File: config.mk
export PLATFORM = sky130hd
export DESIGN_NAME = instr_encoder
export DESIGN_NICKNAME = d
export VERILOG_FILES = /design/src/rtl/mips_pkg.sv /design/src/rtl/instr_fifo.sv /design/src/rtl/instr_encoder.sv
export SDC_FILE = /design/constraint.sdc
export NUM_CORES = 1
export LEC_CHECK = 0
export CAP_MARGIN = 20
export CORE_MARGIN = 2
export CORE_UTILIZATION = 45
export DETAILED_ROUTE_END_ITERATION = 10
export HOLD_SLACK_MARGIN = 0.08
export PLACE_DENSITY = 0.78
export SYNTH_ARGS = -nofsm -noshare
export SYNTH_HDL_FRONTEND = slang
export SYNTH_SLANG_ARGS = --single-unit
File: constraint.sdc
create_clock -name clk -period 6.1 [get_ports clk]
set_clock_uncertainty 0.2 [all_clocks]
set_input_delay 0.61 -clock clk [delete_from_list [all_inputs] [get_ports clk]]
set_output_delay 0.61 -clock clk [all_outputs]
set_load 0.05 [all_outputs]
File: src/rtl/mips_pkg.sv
// Shared MIPS encoding constants, field widths and encoder state type.
package mips_pkg;

    localparam int OPC_W   = 6;
    localparam int REG_W   = 5;
    localparam int SHAMT_W = 5;
    localparam int FUNCT_W = 6;
    localparam int IMM_W   = 16;
    localparam int TGT_W   = 26;
    localparam int KIND_W  = 3;
    localparam int WORD_W  = 32;

    localparam logic [OPC_W-1:0] OP_RTYPE = 6'd0;
    localparam logic [OPC_W-1:0] OP_LW    = 6'd35;
    localparam logic [OPC_W-1:0] OP_SW    = 6'd43;
    localparam logic [OPC_W-1:0] OP_BEQ   = 6'd4;
    localparam logic [OPC_W-1:0] OP_J     = 6'd2;
    localparam logic [OPC_W-1:0] OP_ADDI  = 6'd8;

    localparam logic [KIND_W-1:0] K_R    = 3'd0;
    localparam logic [KIND_W-1:0] K_LW   = 3'd1;
    localparam logic [KIND_W-1:0] K_SW   = 3'd2;
    localparam logic [KIND_W-1:0] K_BEQ  = 3'd3;
    localparam logic [KIND_W-1:0] K_JUMP = 3'd4;
    localparam logic [KIND_W-1:0] K_ADDI = 3'd5;

    typedef enum logic [1:0] {
        S_IDLE,
        S_LOAD,
        S_DRAIN,
        S_DONE
    } state_t;

    function automatic logic [WORD_W-1:0] enc_itype(
        input logic [OPC_W-1:0] op,
        input logic [REG_W-1:0] rs,
        input logic [REG_W-1:0] rt,
        input logic [IMM_W-1:0] imm
    );
        return {op, rs, rt, imm};
    endfunction

endpackage

File: src/rtl/instr_fifo.sv
// Registered word FIFO with synchronous flush; push and pop may
// coincide on a full FIFO.
module instr_fifo
    import mips_pkg::*;
#(
    parameter int DEPTH = 4,
    parameter int W     = WORD_W
) (
    input  logic         clk,
    input  logic         reset,
    input  logic         push,
    input  logic [W-1:0] din,
    input  logic         pop,
    output logic [W-1:0] dout,
    output logic         full,
    output logic         empty
);

    localparam int AW = $clog2(DEPTH);

    logic [W-1:0] mem_q [DEPTH];
    logic [AW:0]  wp_q;
    logic [AW:0]  rp_q;
    logic         do_push;
    logic         do_pop;

    assign empty   = (wp_q == rp_q);
    assign full    = (wp_q[AW] != rp_q[AW]) &&
                     (wp_q[AW-1:0] == rp_q[AW-1:0]);
    assign do_pop  = pop && !empty;
    assign do_push = push && (!full || do_pop);
    assign dout    = mem_q[rp_q[AW-1:0]];

    always_ff @(posedge clk) begin
        if (do_push) begin
            mem_q[wp_q[AW-1:0]] <= din;
        end
    end

    always_ff @(posedge clk) begin
        if (reset) begin
            wp_q <= '0;
            rp_q <= '0;
        end else begin
            if (do_push) begin
                wp_q <= wp_q + 1'b1;
            end
            if (do_pop) begin
                rp_q <= rp_q + 1'b1;
            end
        end
    end

endmodule

File: src/rtl/instr_encoder.sv
// Program-load front end: encodes requests to MIPS words and writes imem.
// Define ENC_CHECK_EN to drop and flag illegal requests.
module instr_encoder
    import mips_pkg::*;
#(
    parameter int              DEPTH     = 4,
    parameter int              ADDR_W    = 8,
    parameter logic [ADDR_W-1:0] BASE_ADDR = '0
) (
    input  logic              clk,
    input  logic              reset,
    input  logic              start,
    input  logic              in_valid,
    output logic              in_ready,
    input  logic [KIND_W-1:0] in_kind,
    input  logic [REG_W-1:0]  in_rs,
    input  logic [REG_W-1:0]  in_rt,
    input  logic [REG_W-1:0]  in_rd,
    input  logic [FUNCT_W-1:0] in_funct,
    input  logic [IMM_W-1:0]  in_imm,
    input  logic [TGT_W-1:0]  in_target,
    input  logic              in_last,
    output logic              imem_we,
    output logic [ADDR_W-1:0] imem_addr,
    output logic [WORD_W-1:0] imem_wdata,
    output logic              busy,
    output logic              done,
    output logic [ADDR_W:0]   count,
    output logic              err
);

    state_t              state_q, state_d;
    logic [ADDR_W-1:0]   ptr_q;
    logic [ADDR_W-1:0]   addr_q;
    logic [WORD_W-1:0]   wdata_q;
    logic [ADDR_W:0]     count_q;
    logic                err_q;
    logic                stop_q;

    logic [WORD_W-1:0]   enc_word;
    logic                enc_ok;
    logic                rdy;
    logic                in_fire;
    logic                f_push;
    logic                f_full;
    logic                f_empty;
    logic [WORD_W-1:0]   f_dout;
    logic                wr_act;
    logic                sess_go;

    always_comb begin
        enc_word = '0;
        enc_ok   = 1'b1;
        unique case (1'b1)
            (in_kind == K_R): begin
                enc_word = {OP_RTYPE, in_rs, in_rt, in_rd,
                            {SHAMT_W{1'b0}}, in_funct};
`ifdef ENC_CHECK_EN
                enc_ok = !in_funct[4];
`endif
            end
            (in_kind == K_LW):
                enc_word = enc_itype(OP_LW, in_rs, in_rt, in_imm);
            (in_kind == K_SW):
                enc_word = enc_itype(OP_SW, in_rs, in_rt, in_imm);
            (in_kind == K_BEQ):
                enc_word = enc_itype(OP_BEQ, in_rs, in_rt, in_imm);
            (in_kind == K_JUMP):
                enc_word = {OP_J, in_target};
            (in_kind == K_ADDI):
                enc_word = enc_itype(OP_ADDI, in_rs, in_rt, in_imm);
            default: begin
                enc_word = '0;
`ifdef ENC_CHECK_EN
                enc_ok = 1'b0;
`endif
            end
        endcase
    end

    always_comb begin
        state_d = state_q;
        rdy     = 1'b0;
        unique case (state_q)
            S_IDLE: begin
                if (start) state_d = S_LOAD;
            end
            S_LOAD: begin
                rdy = !f_full;
                if (in_valid && rdy && in_last) state_d = S_DRAIN;
            end
            S_DRAIN: begin
                if (f_empty) state_d = S_DONE;
            end
            S_DONE: begin
                state_d = S_IDLE;
            end
            default: state_d = S_IDLE;
        endcase
    end

    assign in_ready = rdy && !reset;
    assign in_fire  = in_valid && in_ready;
    assign f_push   = in_fire && enc_ok;
    assign sess_go  = (state_q == S_IDLE) && start;

    // Writes are combinational off the registered FIFO head; reset blocks them.
    assign wr_act = ((state_q == S_LOAD) || (state_q == S_DRAIN)) &&
                    !f_empty && !reset;

    assign imem_we    = wr_act && !stop_q;
    assign imem_addr  = imem_we ? ptr_q  : addr_q;
    assign imem_wdata = imem_we ? f_dout : wdata_q;
    assign busy       = (state_q == S_LOAD) || (state_q == S_DRAIN);
    assign done       = (state_q == S_DONE);
    assign count      = count_q;
    assign err        = err_q;

    instr_fifo #(
        .DEPTH (DEPTH),
        .W     (WORD_W)
    ) u_fifo (
        .clk   (clk),
        .reset (reset),
        .push  (f_push),
        .din   (enc_word),
        .pop   (wr_act),
        .dout  (f_dout),
        .full  (f_full),
        .empty (f_empty)
    );

    always_ff @(posedge clk) begin
        if (reset) begin
            state_q <= S_IDLE;
            ptr_q   <= BASE_ADDR;
            addr_q  <= BASE_ADDR;
            wdata_q <= '0;
            count_q <= '0;
            err_q   <= 1'b0;
            stop_q  <= 1'b0;
        end else begin
            state_q <= state_d;
            if (sess_go) begin
                ptr_q   <= BASE_ADDR;
                count_q <= '0;
                err_q   <= 1'b0;
                stop_q  <= 1'b0;
            end else begin
                if (imem_we) begin
                    addr_q  <= ptr_q;
                    wdata_q <= f_dout;
                    count_q <= count_q + 1'b1;
                    // The top address is terminal: stop rather than wrap.
                    if (ptr_q == {ADDR_W{1'b1}}) begin
                        stop_q <= 1'b1;
                    end else begin
                        ptr_q <= ptr_q + 1'b1;
                    end
                end
                if (wr_act && stop_q) begin
                    err_q <= 1'b1;
                end
`ifdef ENC_CHECK_EN
                if (in_fire && !enc_ok) begin
                    err_q <= 1'b1;
                end
`endif
            end
        end
    end

endmodule

==> results.md <==
* Syn Inst Count at 759
* Hold_buf cts at 0
* Transition time of the tightest slew-check pin at between 1 and 1.5 ns
* Max Slew Vio Count at 0
* Final RePlAce weighted congestion at roughly 0.78
* Clk_lat worst skew at 0.43 ns
* Hold Path Origin: wdata_q[30]$_SDFFE_PP0N_
* Layout area overhead at 23.6%
* CP Class: reg -> out
* Synth Warn # at 0
* Critical path arrival at 3.50 ns
* Post-detail-place hpwl at approximately 12 mm
* 1st-iter DRT viols at 502
* CP startpoint: state_q[1]$_SDFFE_PP0P_
* Row count at 50
* Antenna Nets Post-Route at 0
* Final WS setup at 1.79 ns
* Drc violations at 0
* Sequential share of the synthesized area at 58.6%
* Maximum VDD drop at 0.193 mV
* Layout fillers at 1520
* First-pass GRT wire length at between 30 and 40 mm
* Post-route insts no fill at 1105
* Crit start category: flip-flop
* Final net count at 941
* Post-CTS sizing at 0
* Reg2reg setup slack at 3.39 ns
* Max Freq at 0.232 GHz
* Total congestion overflow at 0
* HP Class: reg -> reg
* Die X at 141 um
* Post-Syn Area at 8500 um^2
* Sink Count at 189
* Relative slew slack at between 20% and 30%
* PortBufs at roughly 120
* Leading cell types in the layout, fill and taps excluded: nand2_1 (145), clkdlybuf4s50_1 (123), edfxtp_1 (120), dfxtp_1 (68), o21ai_0 (63)
* Placed insts at between 1000 and 1500
* Largest net degree at the start of global routing at 96
* Total number of vias at 6078
* Yosys reg bits at 189
* Final hold viol count at 0
* Die area at 20000 um^2
* Setup bufs post-CTS at 0
* Reg-to-Reg Start: state_q[1]$_SDFFE_PP0P_
* DR pass1 iterations at 5
* Fin crit period at 4.31 ns
* Antenna violations before repair at 0
* RSZ-0062 raised after global routing: no
* Finished Cell Area at between 10000 and 15000 um^2
* Worst setup EP type: primary output
* Fin Setup TNS at 0 ns
* Avg Synthesized Cell Area at 11.2 um^2
* Worst-path clk slew at 0.07 ns
* Placed cell area at 9910 um^2
* Commonest non-fill, non-tap cell in the layout: nand2_1
* Die Y-Extent at 141 um
* CTS tree: built
* N_diodes at 0
* Cts bufs inserted at 17
* I/O pin total at 125
* Pwr per Cell Area at 290 nW/um^2
* Final period util at 70.7%
* Distinct cells, synth at 48
* Routed vias/inst at 5.50
* Root Buffer Master: clkbuf_16
* Synth Net Count at roughly 840
* Tot Pwr at 3050 uW
* Max Cap Viol at 0
* Clock Tree Buf Depth at 2
* Total GRT Usage at 19.6%
* CP Max Fanout at 35
* Place WS at 2.27 ns
* Share of cells above drive strength 1 at 9.64%
* # setup viols final at 0
* Initial Utilization at 45.6%
* Leakage power at 0.00365 uW
* H-tree levels at 4
* Share of synthesized flip-flops with an asynchronous set or reset at 0%
* Post-synth EDFFs at 120
* Vias in the first global route at 5758
* DRT Wirelength at 18.8 mm
* DR WL/cell at 17.0 um
* Primary FF master, synth: edfxtp_1
* Core box area at 18600 um^2
* Status: complete, no violations
* Worst EP required at ~5.3 ns
==> cells in the mapped netlist, types with 3 or more instances <==
master / n / share of area [%]
nor2b_1: 5 / 0.37
a22oi_1: 14 / 1.2
edfxtp_1: 120 / 42
o311ai_0: 3 / 0.31
and3_1: 4 / 0.29
and2_1: 7 / 0.51
o22ai_1: 9 / 0.66
nand3_1: 42 / 2.5
nand2_1: 145 / 6.4
nand4_1: 3 / 0.22
buf_1: 7 / 0.31
nand2b_1: 7 / 0.51
clkbuf_1: 35 / 1.5
ha_1: 12 / 1.8
xnor2_1: 9 / 0.93
mux4_2: 30 / 7.9
mux2i_1: 14 / 1.6
o41ai_1: 3 / 0.31
a31oi_1: 7 / 0.51
inv_1: 19 / 0.84
o21ai_0: 63 / 3.7
buf_2: 13 / 0.77
dfxtp_1: 69 / 16
nor2_1: 24 / 1.1
a21oi_1: 62 / 3.6
==> metrics by stage <==
step           util (%)  hold slack, ns
6_report           56.4           0.255
5_1_grt            56.4           0.269
4_1_cts            56.3           0.254
3_5_place_dp       53.2           0.241
3_3_place_gp       53.2           0.234
2_1_floorplan         -           0.222
==> power breakdown <==
group	total (uW)	internal (uW)	switching (uW)
registers	1430	1410	20.5
logic	544	190	354
clock network	1080	614	464
==> area by class of cell <==
type / count / area, um^2 / share of cell area, %
clock buffer: 22 / 485 / 4.62
tap: 234 / 293 / 2.78
multi-input combinational: 495 / 3240 / 30.8
clock inverter: 10 / 98.8 / 0.940
sequential: 189 / 4990 / 47.4
inverter: 19 / 71.3 / 0.678
timing repair buffer: 136 / 1340 / 12.7
==> flip-flops by register name, indices dropped and copies added (netlist names), named ones only <==
register	flops
addr_q	8
count	9
err	1
ptr_q	8
state_q	2
stop_q	1
u_fifo.mem_q	120
u_fifo.rp_q	3
u_fifo.wp_q	3
wdata_q	32
==> worst max-delay path, stage by stage (launching register included) <==
cell and delay [ns]:
dfxtp_1 0.40, inv_1 0.10, ha_1 0.34, nor3b_1 0.32
o31ai_4 0.13, inv_2 0.43, buf_4 0.34, nand2_1 0.08
nand2_1 0.11, clkdlybuf4s50_1 0.81
==> cell families (layout without fill, tap and decap cells) <==
group                      count (synthesis)  count (layout)  synth area share [%]
DFF                                      189             189                  58.6
muxes                                     45              45                  9.73
adders and majority gates                 12              12                  1.77
AOI/OAI and AO/OA                        176             176                  12.0
and+or+nand+nor                          250             250                  13.0
xor gates and xnor gates                  12              12                  1.32
buffers and inverters                     75             187                  3.59
==> metal layers <==
metal / vias to the layer above / global-route usage [%] / share of wire (%)
li1: 2965 / - / -
met1: 2895 / 26.5 / 45
met2: 205 / 31.3 / 48
met3: 13 / 5.10 / 5.8
met4: 0 / 6.05 / 1.1
met5: - / 0 / 0
==> worst paths after layout <==
| kind | endpoint | cells past startpoint |
|---|---|---|
| setup / recovery | imem_wdata[28] | 9 |
| hold / removal | wdata_q[30]$_SDFFE_PP0N_ | 2 |
| setup reg to reg | ptr_q[4]$_SDFFE_PP0P_ | 7 |
| hold reg to reg | wdata_q[30]$_SDFFE_PP0N_ | 2 |
Power figures use the tool's default switching activity.
